File: src/rtl/enigma_core.sv
// enigma_core: three-rotor Enigma engine (I-II-III, reflector B, rings A, no plugboard).
// Two-stage pipeline. Stage 1 steps the rotors and captures the symbol together with
// its post-step positions. Stage 2 runs the full rotor path and registers the result.
module enigma_core (
    input  logic        clk_i,
    input  logic        rst_i,
    input  logic [6:0]  sym_i,
    input  logic        sym_val_i,
    input  logic        cfg_val_i,
    input  logic [14:0] cfg_pos_i,
    output logic [6:0]  sym_o,
    output logic        sym_val_o,
    output logic        sym_err_o,
    output logic        cfg_err_o,
    output logic [14:0] pos_o
);

    typedef logic [4:0] rom_t [0:25];

    localparam rom_t ROT_I   = '{5'd4,  5'd10, 5'd12, 5'd5,  5'd11, 5'd6,  5'd3,  5'd16, 5'd21,
                                 5'd25, 5'd13, 5'd19, 5'd14, 5'd22, 5'd24, 5'd7,  5'd23, 5'd20,
                                 5'd18, 5'd15, 5'd0,  5'd8,  5'd1,  5'd17, 5'd2,  5'd9};
    localparam rom_t INV_I   = '{5'd20, 5'd22, 5'd24, 5'd6,  5'd0,  5'd3,  5'd5,  5'd15, 5'd21,
                                 5'd25, 5'd1,  5'd4,  5'd2,  5'd10, 5'd12, 5'd19, 5'd7,  5'd23,
                                 5'd18, 5'd11, 5'd17, 5'd8,  5'd13, 5'd16, 5'd14, 5'd9};
    localparam rom_t ROT_II  = '{5'd0,  5'd9,  5'd3,  5'd10, 5'd18, 5'd8,  5'd17, 5'd20, 5'd23,
                                 5'd1,  5'd11, 5'd7,  5'd22, 5'd19, 5'd12, 5'd2,  5'd16, 5'd6,
                                 5'd25, 5'd13, 5'd15, 5'd24, 5'd5,  5'd21, 5'd14, 5'd4};
    localparam rom_t INV_II  = '{5'd0,  5'd9,  5'd15, 5'd2,  5'd25, 5'd22, 5'd17, 5'd11, 5'd5,
                                 5'd1,  5'd3,  5'd10, 5'd14, 5'd19, 5'd24, 5'd20, 5'd16, 5'd6,
                                 5'd4,  5'd13, 5'd7,  5'd23, 5'd12, 5'd8,  5'd21, 5'd18};
    localparam rom_t ROT_III = '{5'd1,  5'd3,  5'd5,  5'd7,  5'd9,  5'd11, 5'd2,  5'd15, 5'd17,
                                 5'd19, 5'd23, 5'd21, 5'd25, 5'd13, 5'd24, 5'd4,  5'd8,  5'd22,
                                 5'd6,  5'd0,  5'd10, 5'd12, 5'd20, 5'd18, 5'd16, 5'd14};
    localparam rom_t INV_III = '{5'd19, 5'd0,  5'd6,  5'd1,  5'd15, 5'd2,  5'd18, 5'd3,  5'd16,
                                 5'd4,  5'd20, 5'd5,  5'd21, 5'd13, 5'd25, 5'd7,  5'd24, 5'd8,
                                 5'd23, 5'd9,  5'd22, 5'd11, 5'd17, 5'd10, 5'd14, 5'd12};
    localparam rom_t REF_B   = '{5'd24, 5'd17, 5'd20, 5'd7,  5'd16, 5'd18, 5'd11, 5'd3,  5'd15,
                                 5'd23, 5'd13, 5'd6,  5'd14, 5'd10, 5'd12, 5'd8,  5'd4,  5'd1,
                                 5'd5,  5'd25, 5'd2,  5'd22, 5'd21, 5'd9,  5'd0,  5'd19};

    localparam logic [4:0] NOTCH_II  = 5'd4;
    localparam logic [4:0] NOTCH_III = 5'd21;

    // (a + b) mod 26 for a, b in 0..25
    function automatic logic [4:0] add26(input logic [4:0] a, input logic [4:0] b);
        logic [5:0] s;
        s = {1'b0, a} + {1'b0, b};
        if (s >= 6'd26)
            s = s - 6'd26;
        return s[4:0];
    endfunction

    // (a - b) mod 26 for a, b in 0..25; the 6-bit wrap is undone by adding 26
    function automatic logic [4:0] sub26(input logic [4:0] a, input logic [4:0] b);
        logic [5:0] s;
        s = {1'b0, a} - {1'b0, b};
        if (a < b)
            s = s + 6'd26;
        return s[4:0];
    endfunction

    function automatic logic [4:0] inc26(input logic [4:0] a);
        return (a == 5'd25) ? 5'd0 : a + 5'd1;
    endfunction

    logic [4:0] pos_l, pos_m, pos_r;
    logic [4:0] stp_l, stp_m, stp_r;
    logic       sym_ok, accept, sym_reject, cfg_ok, cfg_bad;

    logic       s1_val, s1_err;
    logic [4:0] s1_x, s1_l, s1_m, s1_r;
    logic [4:0] cipher;

    assign pos_o = {pos_l, pos_m, pos_r};

    // Input qualification and rotor stepping (the mid==notch term gives the double step)
    always_comb begin
        sym_ok     = (sym_i >= 7'd1) && (sym_i <= 7'd26);
        accept     = sym_val_i && !cfg_val_i && sym_ok;
        sym_reject = sym_val_i && (cfg_val_i || !sym_ok);
        cfg_ok     = cfg_val_i && (cfg_pos_i[14:10] <= 5'd25) &&
                     (cfg_pos_i[9:5] <= 5'd25) && (cfg_pos_i[4:0] <= 5'd25);
        cfg_bad    = cfg_val_i && !cfg_ok;
        stp_r      = inc26(pos_r);
        stp_m      = ((pos_r == NOTCH_III) || (pos_m == NOTCH_II)) ? inc26(pos_m) : pos_m;
        stp_l      = (pos_m == NOTCH_II) ? inc26(pos_l) : pos_l;
    end

    // Rotor path for the symbol held in stage 1, using its own captured positions
    always_comb begin
        logic [4:0] t;
        t      = sub26(ROT_III[add26(s1_x, s1_r)], s1_r);
        t      = sub26(ROT_II[add26(t, s1_m)], s1_m);
        t      = sub26(ROT_I[add26(t, s1_l)], s1_l);
        t      = REF_B[t];
        t      = sub26(INV_I[add26(t, s1_l)], s1_l);
        t      = sub26(INV_II[add26(t, s1_m)], s1_m);
        cipher = sub26(INV_III[add26(t, s1_r)], s1_r);
    end

    // Position registers: a legal config load takes priority over stepping
    always_ff @(posedge clk_i) begin
        if (rst_i) begin
            pos_l <= 5'd0;
            pos_m <= 5'd0;
            pos_r <= 5'd0;
        end else if (cfg_ok) begin
            pos_l <= cfg_pos_i[14:10];
            pos_m <= cfg_pos_i[9:5];
            pos_r <= cfg_pos_i[4:0];
        end else if (accept) begin
            pos_l <= stp_l;
            pos_m <= stp_m;
            pos_r <= stp_r;
        end
    end

    // Stage 1: capture symbol, post-step positions and the reject flag
    always_ff @(posedge clk_i) begin
        if (rst_i) begin
            s1_val    <= 1'b0;
            s1_err    <= 1'b0;
            s1_x      <= 5'd0;
            s1_l      <= 5'd0;
            s1_m      <= 5'd0;
            s1_r      <= 5'd0;
            cfg_err_o <= 1'b0;
        end else begin
            s1_val    <= accept;
            s1_err    <= sym_reject;
            s1_x      <= sym_i[4:0] - 5'd1;
            s1_l      <= stp_l;
            s1_m      <= stp_m;
            s1_r      <= stp_r;
            cfg_err_o <= cfg_bad;
        end
    end

    // Stage 2: registered cipher output, forced to 0 when not valid
    always_ff @(posedge clk_i) begin
        if (rst_i) begin
            sym_o     <= 7'd0;
            sym_val_o <= 1'b0;
            sym_err_o <= 1'b0;
        end else begin
            sym_o     <= s1_val ? ({2'b00, cipher} + 7'd1) : 7'd0;
            sym_val_o <= s1_val;
            sym_err_o <= s1_err;
        end
    end

endmodule

File: config.mk
export PLATFORM = sky130hd
export DESIGN_NAME = enigma_core
export DESIGN_NICKNAME = d
export VERILOG_FILES = /design/src/rtl/enigma_core.sv
export SDC_FILE = /design/constraint.sdc
export NUM_CORES = 1
export LEC_CHECK = 0
export ABC_CLOCK_PERIOD_IN_PS = 61400
export CAP_MARGIN = 20
export CORE_AREA = 2 2 115 161
export DETAILED_ROUTE_END_ITERATION = 6
export DIE_AREA = 0 0 117 163
export PLACE_DENSITY = 0.64
export SLEW_MARGIN = 20
export SYNTH_ARGS = -nofsm -noshare
export SYNTH_HDL_FRONTEND = slang
export SYNTH_SLANG_ARGS = --single-unit
File: constraint.sdc
create_clock -name clk_i -period 61.4 [get_ports clk_i]
set_clock_uncertainty 0.05 [all_clocks]
set_input_delay 18.42 -clock clk_i [delete_from_list [all_inputs] [get_ports clk_i]]
set_output_delay 18.42 -clock clk_i [all_outputs]
set_load 0.005 [all_outputs]
# After elaboration in Yosys (flattened, before gate mapping)
# Memory sizes are Yosys's and may differ from the RTL's.
# Index checks and enable logic that the tools add are counted.
[word_totals]
regBits = 47
rom_bits = 1120
in_bits = 26
output_inout_bits = 25
elab_cells = 138
mem_count = 7
[op_classes]
n_addsub = 29
n_lt_le_gt_ge = 24
n_eq_ne = 5
muxes = 37
bitwise = 8
reduce_logical = 15
[memory_table]
columns = ["name", "words", "width", "rd", "rd_clocked_by_memory_dff", "wr", "line_no", "text"]
rows = [
  ["(no name shown)", 32, 5, 1, 0, 0, "99", "cipher = sub26(INV_III[add26(t, s1_r)], s1_r);"],
  ["(no name shown)", 32, 5, 1, 0, 0, "98", "t = sub26(INV_II[add26(t, s1_m)], s1_m);"],
  ["(no name shown)", 32, 5, 1, 0, 0, "97", "t = sub26(INV_I[add26(t, s1_l)], s1_l);"],
  ["(no name shown)", 32, 5, 1, 0, 0, "96", "t = REF_B[t];"],
  ["(no name shown)", 32, 5, 1, 0, 0, "95", "t = sub26(ROT_I[add26(t, s1_l)], s1_l);"],
  ["(no name shown)", 32, 5, 1, 0, 0, "94", "t = sub26(ROT_II[add26(t, s1_m)], s1_m);"],
  ["1 more memories", "n/a", "n/a", "n/a", "n/a", "n/a", "n/a", ""],
]
[op_table]
columns = ["cell", "n"]
rows = [
  ["5-bit 2-to-1 mux", 37],
  ["6-bit >= comparator, second input constant", 7],
  ["5-bit inverter with 6-bit output", 7],
  ["5-bit by 5-bit adder with 6-bit output", 6],
  ["6-bit by 5-bit >= comparator with 1-bit output, second input constant", 6],
  ["5-bit adder, second input constant", 6],
  ["5-bit less-than comparator", 6],
  ["5-bit subtractor", 6],
  ["5-bit subtractor, second input constant", 6],
  ["5-bit equality test, second input constant", 4],
  ["5-bit by 1-bit adder with 5-bit output, second input constant", 3],
  ["5-bit less-or-equal comparator, second input constant", 3],
  ["1-bit logical AND", 8],
  ["7-bit by 1-bit >= comparator with 1-bit output, second input constant", 1],
  ["7-bit by 5-bit less-or-equal comparator with 1-bit output, second input constant", 1],
  ["5-bit by 1-bit adder with 6-bit output, second input constant", 1],
  ["5-bit by 3-bit equality test with 1-bit output, second input constant", 1],
  ["5-bit by 1-bit subtractor with 5-bit output, second input constant", 1],
  ["1-bit zero test", 3],
  ["1-bit logical OR", 2],
  ["2-bit nonzero test", 1],
  ["2-bit OR reduction", 1],
  ["1-bit inverter", 1],
]

# Depth between registers and ports, before layout
[depth]
depth_word = 65
ltp_mapped = 130
mapped_depth_nobuf = 129

# Worst setup path after synthesis
# Ideal clock, no wire load.
[synth_path]
kind = "reg-to-reg"
startpoint = "reg s1_r[0]"
endpoint = "reg sym_o[4]"
setup_time_ns = 0.119
t_arrival_ns = 24.563
required_ns = 61.231
setup_slack_ns = 36.668
stages_incl_launch_ff = 116
path_buffers = 4
period_less_slack_ns = 24.732
cell_sequence = "dfxtp_1 ha_1 fa_1 a21o_1 a21oi_1 xor2_1 o311ai_0 a21boi_2 ha_1 inv_1 a21oi_1 o31ai_1 a31oi_1 ha_1 nor2b_1 o21ai_0 nand2b_1 a21o_1 [80 not listed] xor2_1 ha_1 nor3b_1 a211o_1 o32a_1 ha_1 nor2b_1 o21ai_0 a21boi_0 o21ai_0 nand2b_1 xnor2_1 ha_1 nand2_1 nor3_1 o22ai_1 xnor2_1 nor2_1"
[synth_via]
elab_chain_cells = 65
word_cells_on_any_way = 77
cone_classes = "25 x add/sub; 12 x order compare; 26 x mux; 7 x bitwise; 7 x memory"
[synth_lines]
columns = ["element", "line_no", "text"]
rows = [
  ["start: declaration", "72", "logic [4:0] s1_x, s1_l, s1_m, s1_r;"],
  ["start signal: assignment", "135", "s1_r <= stp_r;"],
  ["5-bit by 5-bit adder with 6-bit output", "48", "s = {1'b0, a} + {1'b0, b};"],
  ["5-bit subtractor or 6-bit by 5-bit >= comparator with 1-bit output (tied branches)", "50, 49", ""],
  ["5-bit 2-to-1 mux", "49", "if (s >= 6'd26)"],
  ["5-bit inverter with 6-bit output (implied by the code)", "93", "t = sub26(ROT_III[add26(s1_x, s1_r)], s1_r);"],
  ["memory 32 x 5 bit", "n/a", ""],
  ["5-bit 2-to-1 mux (implied by the code) (2 in a row)", "93", ""],
  ["5-bit subtractor", "57", "s = {1'b0, a} - {1'b0, b};"],
  ["5-bit adder", "59", "s = s + 6'd26;"],
  ["[47 not listed]", "n/a", ""],
  ["5-bit 2-to-1 mux", "49", ""],
  ["5-bit inverter with 6-bit output (implied by the code)", "99", ""],
  ["memory 32 x 5 bit", "n/a", ""],
  ["5-bit 2-to-1 mux (implied by the code) (2 in a row)", "99", ""],
  ["5-bit subtractor", "57", ""],
  ["5-bit adder", "59", ""],
  ["5-bit 2-to-1 mux *", "58", "if (a < b)"],
  ["5-bit by 1-bit adder with 6-bit output *", "147", "sym_o <= s1_val ? ({2'b00, cipher} + 7'd1) : 7'd0;"],
  ["end signal: assignment", "147", ""],
  ["end: declaration", "11", "output logic [6:0] sym_o,"],
]
# Every way passes the cells marked *; elsewhere a longest branch is shown, timed or not. The select of a mux whose other input is x is not followed.
# A chain may end at the register's enable or synchronous reset.

# Worst setup path after layout
[layout_path]
startpoint = "reg s1_r[1]"
endpoint = "reg sym_o[4]"
# The elaborated chain is that of the path after synthesis.

==> run_results.csv <==
group,metric,value,unit
status,outcome,"completed",
die,die_y,163,um
timing,maxSlewHeadroom,32.0,%
clocking,clockBufferDepth,2,
worst_setup_path,critical_path_arrival,28300,ps
synth,synth_fa_ha_area_share,22.3,%
synth,netlist.area_leader.share,19.2,%
clocking,cts_sinks,46,
route,routed_wl,18400,um
worst_setup_path,startpoint_type,"register",
die,core-area,0.0178,sq mm
clocking,path_clk_slew,70,ps
worst_hold_path,hold_class,"reg -> reg",
synth,avgSynthCellArea,7.75,sq um
worst_hold_path,whs_path_depth,1,
place,io_buffers,49,
synth,yosysMostFrequentCell,"ha_1",
route,vias_per_cell,5.66,
synth,synth_top_area_cell,"ha_1",
die,die_width,117,um
clocking,cts_root_buffer,"clkbuf_16",
route,ant_nets,0,
grt,busiest_layer,"met2",
cells_and_area,area_growth,10.4,%
die,die_area,0.0191,sq mm
timing,drv_slew,0,
synth,synth_cell_types,86,
synth,syn-cell-area,0.00781,sq mm
clocking,post_cts_buffers,0,
worst_setup_path,crit_type,"reg -> reg",
place,gp_congestion,0.855,
synth,synth_edf_count,0,
grt,grt_usage,19.6,%
worst_setup_path,cpMostUsedCell,"ha_1",
timing,timing.setup.tns,0,ps
grt,grt_pass1_vias,6940,
synth,muxShareOfSynthArea,6.12,%
synth,synth_cells,1008,
worst_setup_path,ff2ff_path_depth,115,
cells_and_area,drive_gt1_share,5.51,%
synth,synth_fp_nets,1166,
clocking,h-tree-depth,2,
synth,synth-xor-area-share,7.61,%
worst_setup_path,worstSetupEndpointType,"register",
synth,synth_common_cells,"ha_1 (120), nor2_1 (108), inv_1 (80), nand2_1 (61), o21ai_0 (55)",
route,drt_iter0_markers,302,
timing,fin_crit_sh,45.9,%
clocking,cts_buffers,5,
timing,timing_hold_violations_final,0,
cells_and_area,antenna_cells,0,
synth,synth_top_family_by_area,"compound AO/OA/AOI/OAI gates",
timing,fmax,0.0355,GHz
grt,antenna_found_initial,0,
job,maxCapViolCount,0,
clocking,cts_tree,"done",
synth,ys.warnings.count,0,
synth,synth-async-reset-ratio,0,%
worst_setup_path,path_max_fanout,16,
clocking,ctsHoldBuffers,0,
synth,ys_ff_latch,46,
route,num_vias,7208,
grt,grtUsageMet2,38.2,%
synth,synth-simple-area-share,20.1,%
route,first_pass_iters,5,
timing,fin_crit,28170,ps
worst_setup_path,slowest_stage,"a311oi_2",
grt,overflow,0,
route,drc_errors,0,
grt,grtUsageMet1,22.2,%
clocking,post_cts_resized,0,
grt,grt_max_degree,41,
die,num_io_pins,51,
place,dp_hpwl,15000,um
grt,use_met3,1.90,%
timing,tightest_slew,992,ps
die,rows,58,
timing,rsz0062_at_grt,"no",
worst_setup_path,crit_required,61530,ps
synth,seq_area_frac_synth,11.8,%
route,wl_per_cell,14.5,um
synth,yosys_most_used_dff,"dfxtp_1",
grt,grt_pass1_wl,31400,um
worst_setup_path,cp_slowest_stage_delay,780,ps
synth,synth.top_cells.by_area,"ha_1 (19%), dfxtp_1 (12%), nor2_1 (5.2%), inv_1 (3.8%), xnor2_1 (3.7%)",
synth,synth-compound-area-share,26.4,%
die,initial_utilization,43.9,%
clocking,clk_latency,300,ps
timing,setup_viol,0,
cells_and_area,layout.nets,1191,
critical path: cells and delay by family, from the launching register on:
kind	cells	cell delay, ps
xor+xnor	13	3500
compound gates	42	9230
flops	1	550
simple gates	26	5840
fa+ha+maj	25	7500
mux	3	590
buf+inv	6	780
per-layer routing:
metal | vias to the layer above | routed length, um | part of all wire, %
met5 | - | 0 | 0
li1 | 3718 | - | -
met2 | 115 | 9920 | 54
met3 | 23 | 464 | 2.5
met1 | 3352 | 7710 | 42
met4 | 0 | 330 | 1.8
placed cells by master, fill, tap and decap left out, drive strengths merged, types with 14 or more instances in the layout:
| cell type | netlist | layout |
|---|---|---|
| a21o | 25 | 25 |
| nor2 | 108 | 108 |
| dfxtp | 46 | 46 |
| a211oi | 22 | 22 |
| a21oi | 52 | 52 |
| mux2i | 29 | 29 |
| xnor2 | 34 | 34 |
| nor3 | 29 | 29 |
| nand3 | 14 | 14 |
| ha | 120 | 120 |
| o21a | 15 | 15 |
| mux2 | 16 | 16 |
| o21ai | 57 | 57 |
| nand2 | 61 | 61 |
| nor2b | 17 | 17 |
| clkdlybuf4s50 | 0 | 49 |
| xor2 | 30 | 30 |
| nand2b | 18 | 18 |
| inv | 81 | 82 |
| o211ai | 14 | 14 |
worst paths after layout:
| kind | start | slack [ps] | endpoint |
|---|---|---|---|
| max | s1_r[1]$_SDFF_PP0_ | 33230 | sym_o[4]$_SDFF_PP0_ |
| min | s1_err$_SDFF_PP0_ | 390 | sym_err_o$_SDFF_PP0_ |
| max reg2reg | s1_r[1]$_SDFF_PP0_ | 33230 | sym_o[4]$_SDFF_PP0_ |
| min reg2reg | s1_err$_SDFF_PP0_ | 390 | sym_err_o$_SDFF_PP0_ |
flip-flops by register name, summed over array words and instances, names as in the netlist:
| register | cells |
|---|---|
| s1_err | 1 |
| sym_err_o | 1 |
| sym_o | 6 |
| pos_l | 5 |
| s1_l | 5 |
| s1_val | 1 |
| cfg_err_o | 1 |
| sym_val_o | 1 |
| s1_m | 5 |
| s1_x | 5 |
| pos_r | 5 |
| pos_m | 5 |
| s1_r | 5 |
area by class of cell:
type | instances | area (sq um)
sequential | 46 | 921
fill | 1783 | 9160
multi-input combinational | 849 | 6450
timing repair buffer | 50 | 498
tap | 240 | 300
inverter | 81 | 304
clock inverter | 3 | 25.0
clock buffer | 5 | 125
per-stage QoR:
step	setup slack [ps]	hold slack [ps]	util (%)	std cells	instance area (sq um)
after floorplan	36670	364	-	1008	7810
after global placement	34120	366	47.6	1266	8470
after detailed placement	33580	373	47.6	1266	8470
after CTS	33360	390	48.5	1274	8620
after global routing	30690	416	48.5	1274	8620
final	33230	389	48.5	1274	8620
cells by family (layout without fill, tap and decap cells):
family | Yosys count | in the layout
simple gates | 317 | 317
compound gates | 290 | 290
fa+ha+maj | 132 | 132
buf+inv | 113 | 139
xor+xnor | 64 | 64
flops | 46 | 46
mux | 45 | 45
other cells | 1 | 1
Power is not shown: default switching activity piles up to over one toggle a cycle in this logic, so the estimate is an artifact.
